[src/rtl/free_list.sv]
// free_list: circular FIFO of free physical register tags feeding dispatch.
//
// Hands dispatch the tag at the head each cycle. Tags released by ROB commit
// are appended at the tail. On a branch mispredict the head is restored from
// the branch checkpoint, so tags allocated after the branch become free again.
// Tag 0 is bound to x0 and is never accepted into the list.
//
// Ports:
//   clk, rst    clock, asynchronous active-high reset
//   dequeue     dispatch consumes phys_reg this cycle
//   phys_reg    tag at head (combinational)
//   empty       no free tag available
//   cur_head    head pointer with wrap bit (pre-update), for checkpointing
//   flush       mispredict recovery: head <= ckpt_head
//   ckpt_head   head value to restore on flush
//   enqueue     ROB commit frees free_preg
//   free_preg   tag being freed (0 is dropped)
//   count       number of free tags (tail - head)
//
// Build option:
//   FLIST_BYPASS_EN  when the list is empty, a tag being freed this cycle is
//                    presented on phys_reg at once and may be consumed in the
//                    same cycle.
module free_list #(
    parameter int PHYS_REGS = 64,
    parameter int FL_DEPTH  = PHYS_REGS - 32,
    localparam int PHYS_BITS = $clog2(PHYS_REGS),
    localparam int FL_BITS   = $clog2(FL_DEPTH)
) (
    input  logic                 clk,
    input  logic                 rst,
    input  logic                 dequeue,
    output logic [PHYS_BITS-1:0] phys_reg,
    output logic                 empty,
    output logic [FL_BITS:0]     cur_head,
    input  logic                 flush,
    input  logic [FL_BITS:0]     ckpt_head,
    input  logic                 enqueue,
    input  logic [PHYS_BITS-1:0] free_preg,
    output logic [FL_BITS:0]     count
);

    logic [PHYS_BITS-1:0] mem_q [FL_DEPTH];
    logic [FL_BITS:0]     head_q, head_d;
    logic [FL_BITS:0]     tail_q, tail_d;
    logic                 ptr_empty, full;
    logic                 enq_ok, deq_ok, byp;

    assign ptr_empty = (head_q == tail_q);
    // Same index with differing wrap bits means the tail has lapped the head.
    assign full      = (head_q[FL_BITS] != tail_q[FL_BITS]) &&
                       (head_q[FL_BITS-1:0] == tail_q[FL_BITS-1:0]);
    assign enq_ok    = enqueue && (free_preg != '0) && !full;

`ifdef FLIST_BYPASS_EN
    // Only reachable when empty, so enq_ok is implied (an empty list is never full).
    assign byp = ptr_empty && enqueue && (free_preg != '0) && !flush;
`else
    assign byp = 1'b0;
`endif

    assign empty    = ptr_empty && !byp;
    assign phys_reg = byp ? free_preg : mem_q[head_q[FL_BITS-1:0]];
    assign cur_head = head_q;
    assign count    = tail_q - head_q;
    assign deq_ok   = dequeue && !empty && !flush;

    always_comb begin
        head_d = head_q;
        tail_d = tail_q;
        // Flush wins over dequeue; tail is owned solely by commit.
        if (flush)
            head_d = ckpt_head;
        else if (deq_ok)
            head_d = head_q + 1'b1;
        if (enq_ok)
            tail_d = tail_q + 1'b1;
    end

    always_ff @(posedge clk or posedge rst) begin
        if (rst) begin
            head_q <= '0;
            tail_q <= {1'b1, {FL_BITS{1'b0}}};
            for (int i = 0; i < FL_DEPTH; i++)
                mem_q[i] <= PHYS_BITS'(PHYS_REGS - FL_DEPTH + i);
        end else begin
            head_q <= head_d;
            tail_q <= tail_d;
            if (enq_ok)
                mem_q[tail_q[FL_BITS-1:0]] <= free_preg;
        end
    end

`ifndef SYNTHESIS
    // Commit must never free more tags than the list can hold.
    always_ff @(posedge clk) begin
        if (!rst)
            assert (!(enqueue && (free_preg != '0) && full))
                else $error("free_list: enqueue while full, tag %0d dropped", free_preg);
    end
`endif

endmodule
[config.mk]
export PLATFORM = sky130hd
export DESIGN_NAME = free_list
export DESIGN_NICKNAME = d
export VERILOG_FILES = /design/src/rtl/free_list.sv
export SDC_FILE = /design/constraint.sdc
export NUM_CORES = 1
export LEC_CHECK = 0
export CAP_MARGIN = 10
export CORE_AREA = 8 8 171 173
export DETAILED_ROUTE_END_ITERATION = 7
export DIE_AREA = 0 0 179 181
export PLACE_DENSITY = 0.56
export SLEW_MARGIN = 20
export SYNTH_ARGS = -nofsm -noshare
export SYNTH_HDL_FRONTEND = slang
export SYNTH_SLANG_ARGS = --single-unit
[constraint.sdc]
create_clock -name clk -period 6.5 [get_ports clk]
set_clock_uncertainty 0.2 [all_clocks]
set_input_delay 1.3 -clock clk [delete_from_list [all_inputs] [get_ports clk]]
set_output_delay 1.3 -clock clk [all_outputs]
set_load 0.01 [all_outputs]
* Word-level counts from Yosys, hierarchy flattened
Index checks and enable logic that the tools add are counted.
W data, S select, Z words.
** Storage, ports and cells
- Flip-flop bits (word level) :: 204
- Output and inout bits :: 19
- Bits of input ports :: 17
** Operators by class
- Bitwise gates (word level) :: 2
- Multiplexer cells :: 8
- Add/sub/neg operators :: 3
- Eq/ne operators :: 3
- $lt $le $gt $ge :: 3
- Reduce and logical (&&, ||, !) cells :: 11
** Operators by type and width (count)
- $bwmux W192 :: 1
- $bmux W6 S5 :: 1
- $demux W6 S5 :: 1
- $mux W6 :: 5
- $add A6 B1 Y6 const B :: 2
- $ge A6 B6 Y1 const B :: 2
- $not A5 Y6 :: 2
- $eq A6 B6 Y1 :: 1
- $logic_and A1 B1 Y1 :: 6
- $lt A6 B1 Y1 const B :: 1
- $reduce_bool A6 Y1 :: 1
- $sub A6 B6 Y6 :: 1
- $eq A5 B5 Y1 :: 1
- $logic_not A1 Y1 :: 3
- $reduce_bool A2 Y1 :: 1
- $ne A1 B1 Y1 :: 1

* Logic depth before layout (Yosys ltp)
- Depth in word-level cells :: 6
- Mapped depth :: 10
- Mapped depth without buffers :: 7

* Worst setup path after synthesis
Ideal clock, no wire load.
- Kind :: register -> output
- Start :: register head_q[1] (netlist: cur_head[1])
- End :: output port count[5]
- Setup slack :: 2.789 ns
- Data required time :: 5.000 ns
- Data arrival time :: 2.211 ns
- Stages on the path, launching flop included :: 9
- Path through :: dfrtp_1 buf_2 buf_1 inv_1 ha_1 nor2b_1 o21a_1 o21a_1 o211ai_1
** On the way
- Word-level cells in the longest chain between the ends :: 1
** Ends and longest elaborated chain
- from (decl) :: RTL line 44 : logic [FL_BITS:0] head_q, head_d;
- from (signal assigned) :: RTL line 82 : head_q <= '0;
- from (signal assigned) :: RTL line 87 : head_q <= head_d;
- $sub A6 B6 Y6 :: RTL line 65 : assign count = tail_q - head_q;
- to (decl) :: RTL line 40 : output logic [FL_BITS:0] count
No other way between the ends.

* Worst setup path in the final report
- Start :: register head_q[0] (netlist: cur_head[0])
- End :: output port phys_reg[3]
** On the way
- Word-level cells in the longest chain between the ends :: 4
** Ends and longest elaborated chain
- $not A5 Y6 (implied by the code) :: RTL line 63 : assign phys_reg = byp ? free_preg : mem_q[head_q[FL_BITS-1:0]];
- $bmux W6 S5 :: RTL line 63
- $mux W6 (implied by the code) (2 in a row) :: RTL line 63
- to (decl) :: RTL line 33 : output logic [PHYS_BITS-1:0] phys_reg,
No other way between the ends. The select of a mux whose other input is x is not followed.

==> summary.txt <==
Min path
  • Hold Crit Class: register to register

STA
  • Max-slew headroom: 25.1%
  • Final setup viols: 0
  • Final Hold Fails: 0
  • Max-slew violation count: 0
  • Worst setup margin: 1.39 ns
  • Minimum clock period: 5.11 ns
  • Fin Setup TNS: 0 ns
  • Fin crit share: 78.6%
  • Unrepaired setup endpoints after global routing: false
  • Hold slack: 0.293 ns
  • Worst-Margin Slew: 1.12 ns
  • Highest clock rate: 196 MHz

Place
  • I/O Buffers: 35
  • Pre-CTS WS: 1.88 ns
  • Routability cong.: 0.806
  • Detailed Place HPWL: 16200 um

Setup path
  • Critical path type: register to output port
  • Worst-path fanout max: 47
  • FF-to-FF setup slack: 2.70 ns
  • CP Launch Type: register
  • Arrival @ worst endpoint: 3.61 ns
  • Worst setup EP type: output port
  • Slowest CP cell: dfrtp_4
  • Slowest cell delay on critical path: 1.02 ns
  • Critical path data required time: 5.00 ns
  • Cells along the critical path: buf_4 -> mux4_2 -> a211oi_1 -> a21oi_1 -> clkdlybuf4s50_1

Layout
  • Post-layout nets: 733
  • Filler cells: 2358
  • # diodes: 0
  • Reg area: 5250 sq um
  • Area taken by multi-input logic gates: 4840 sq um
  • Ratio of cells with drive above 1 in the final layout: 57.7%
  • Area Overhead vs Synth: 14.2%
  • Final core occ: 44.8%

Yosys
  • Synth area leaders: dfstp_2 (29%), dfrtp_1 (22%), mux2_2 (18%)
  • Mapped Cells: 684
  • Syn Nets: 712
  • Register area share after synthesis: 50.4%
  • Mapped Area: 10400 sq um
  • Library cells used by synthesis: 51
  • Synth Register Bits: 204
  • Syn avg cell area: 15.2 sq um
  • Share of the synthesized area in the top cell type: 28.5%
  • Post-synth top area cell: dfstp_2
  • Yosys warning total: 0

Clock tree
  • Post-CTS setup buffer count: 0
  • # H-tree levels: 1
  • Num CTS Buffers: 25
  • # hold bufs at CTS: 0
  • Clock Pin Slew Worst Setup and Hold Paths: 0.06 ns
  • Worst-Skew Late Latency: 0.52 ns
  • Post-CTS Resized: 0
  • Maximum root-to-sink buffer count: 3
  • Clock root buffer: clkbuf_16
  • CTS Sinks: 204
  • CTS tree: yes

Pwr
  • Leak pwr: 4.80 nW
  • Post-route total power: 0.00538 W
  • Power per cell area: 453 nW/um^2
  • Max IR drop VDD: 0.000197 V

Detailed routing
  • Initial DRC Count: 367
  • Uppermost routed layer: met5
  • Vias per cell: 5.60
  • Avg WL per Cell: 23.5 um
  • DRC viols: 0
  • Total number of vias: 5963
  • Post-Route WL: 25000 um
  • Drt pass-1 iters: 4
  • Post-DRT Antenna Nets: 0
  • Met2 layer wire length in the routed design: 11900 um
  • Met3 wire length: 1170 um
  • Routed metal-1 wire length: 11500 um

Die
  • Initial cell density of the core: 39.3%
  • Die X: 179 um
  • Height of the die: 181 um
  • I/O Pins: 36
  • Rows: 60
  • Core footprint: 26500 sq um
  • Total die area: 32400 sq um

Global routing
  • Vias in the first global route: 6497
  • Initial antenna violation count: 1
  • Total congestion overflow: 0
  • Largest net degree at the start of global routing: 205
  • Gr usage total: 15.8%
  • First-pass GRT wire length: 39900 um

Status
  • Outcome: finished clean

Flow run
  • Max-cap violation count: 0
-- critical path: cells and delay by family (launching register included) --
| family | cells | cell delay, ns |
|---|---|---|
| mux | 1 | 0.55 |
| buf+inv | 2 | 0.99 |
| flops | 1 | 1.02 |
| compound gates | 2 | 0.48 |
-- placed cells by master, fill, tap and decap left out, types with 6 or more instances in the layout --
cell,Yosys,routed
mux4_2,37,37
buf_4,4,9
o221ai_1,11,11
a211oi_1,6,6
dfrtp_1,91,89
a22oi_1,7,7
mux2_2,164,164
nand2_1,10,9
nand4_4,25,25
a21oi_1,12,12
dfstp_2,113,113
xnor2_1,8,8
mux2_4,18,18
nand3_1,8,8
clkbuf_16,0,26
nand4_1,8,8
nor2_1,7,7
mux2_1,11,11
clkdlybuf4s50_1,0,35
ha_1,10,10
inv_1,12,11
mux2i_1,23,23
clkinv_2,0,6
-- path summary, 6_finish.rpt --
kind | from | to | cells past startpoint
min | mem_q[153] | mem_q[153] | 1
min in group asynchronous | rst | mem_q[147] | 3
min reg2reg | mem_q[153] | mem_q[153] | 1
max | cur_head[0] | phys_reg[3] | 5
max in group asynchronous | rst | mem_q[91] | 4
max reg2reg | cur_head[0] | mem_q[176] | 5
-- stage by stage --
stage          instances  instance area, sq um
5_1_grt             1065                 11900
6_report            1065                 11900
3_5_place_dp        1018                 11000
3_3_place_gp        1018                 11000
2_1_floorplan        684                 10400
4_1_cts             1064                 11900
-- synthesized netlist by cell type (all sizes together) --
library cell    n
nor3            4
a22oi           7
dfstp         113
nand3b          1
or4             2
dfrtp          91
a22o            5
nor4            1
a21o            1
o31ai           2
buf            25
mux2i          23
mux4           37
a2bb2oi         1
and4            1
and3            2
clkbuf         27
nand4          33
a31oi           2
nand3           8
and3b           1
or3b            1
nand2          10
o21ai           4
inv            12
and2            4
nor2b           3
o2111ai         1
a21oi          12
o21a            2
fa              1
o211ai          2
nand4b          2
a211oi          6
o311ai          1
nor3b           3
xnor2           8
xor2            2
o221ai         11
or3             2
nor2            7
mux2          193
ha             10
-- power breakdown --
part | leakage, nW | internal, W | switching, W
clock | 0.423 | 0.000868 | 0.000538
combinational | 2.05 | 0.000921 | 0.000685
sequential | 2.33 | 0.00201 | 0.000361
-- metal layers --
metal,up-vias,track usage (%)
met1,3154,22.2
li1,2649,-
met2,120,25.0
met5,-,0
met3,38,3.07
met4,2,3.41
-- registers in the layout (all words and copies together), names as in the netlist --
register and count:
tail_q 6, mem_q 192, cur_head 6
-- cells by family (layout without fill, tap and decap cells) --
group | after synthesis | count (layout) | synth area share (%)
simple gates | 85 | 85 | 8.50
compound gates | 57 | 57 | 3.93
buf+inv | 64 | 104 | 3.08
xor+xnor | 10 | 10 | 0.914
fa+ha+maj | 11 | 11 | 1.39
flops | 204 | 204 | 50.4
mux | 253 | 253 | 31.8
-- layout make-up --
class                           count  share of cell area [%]
Timing Repair Buffer               46                    3.92
Inverter                           12                   0.411
Clock buffer                       36                    6.21
Tap cell                          341                    3.59
Sequential cell                   204                    44.2
Clock inverter                     10                   0.906
Multi-Input combinational cell    416                    40.8
No activity file was read; power rests on OpenSTA's default activity.
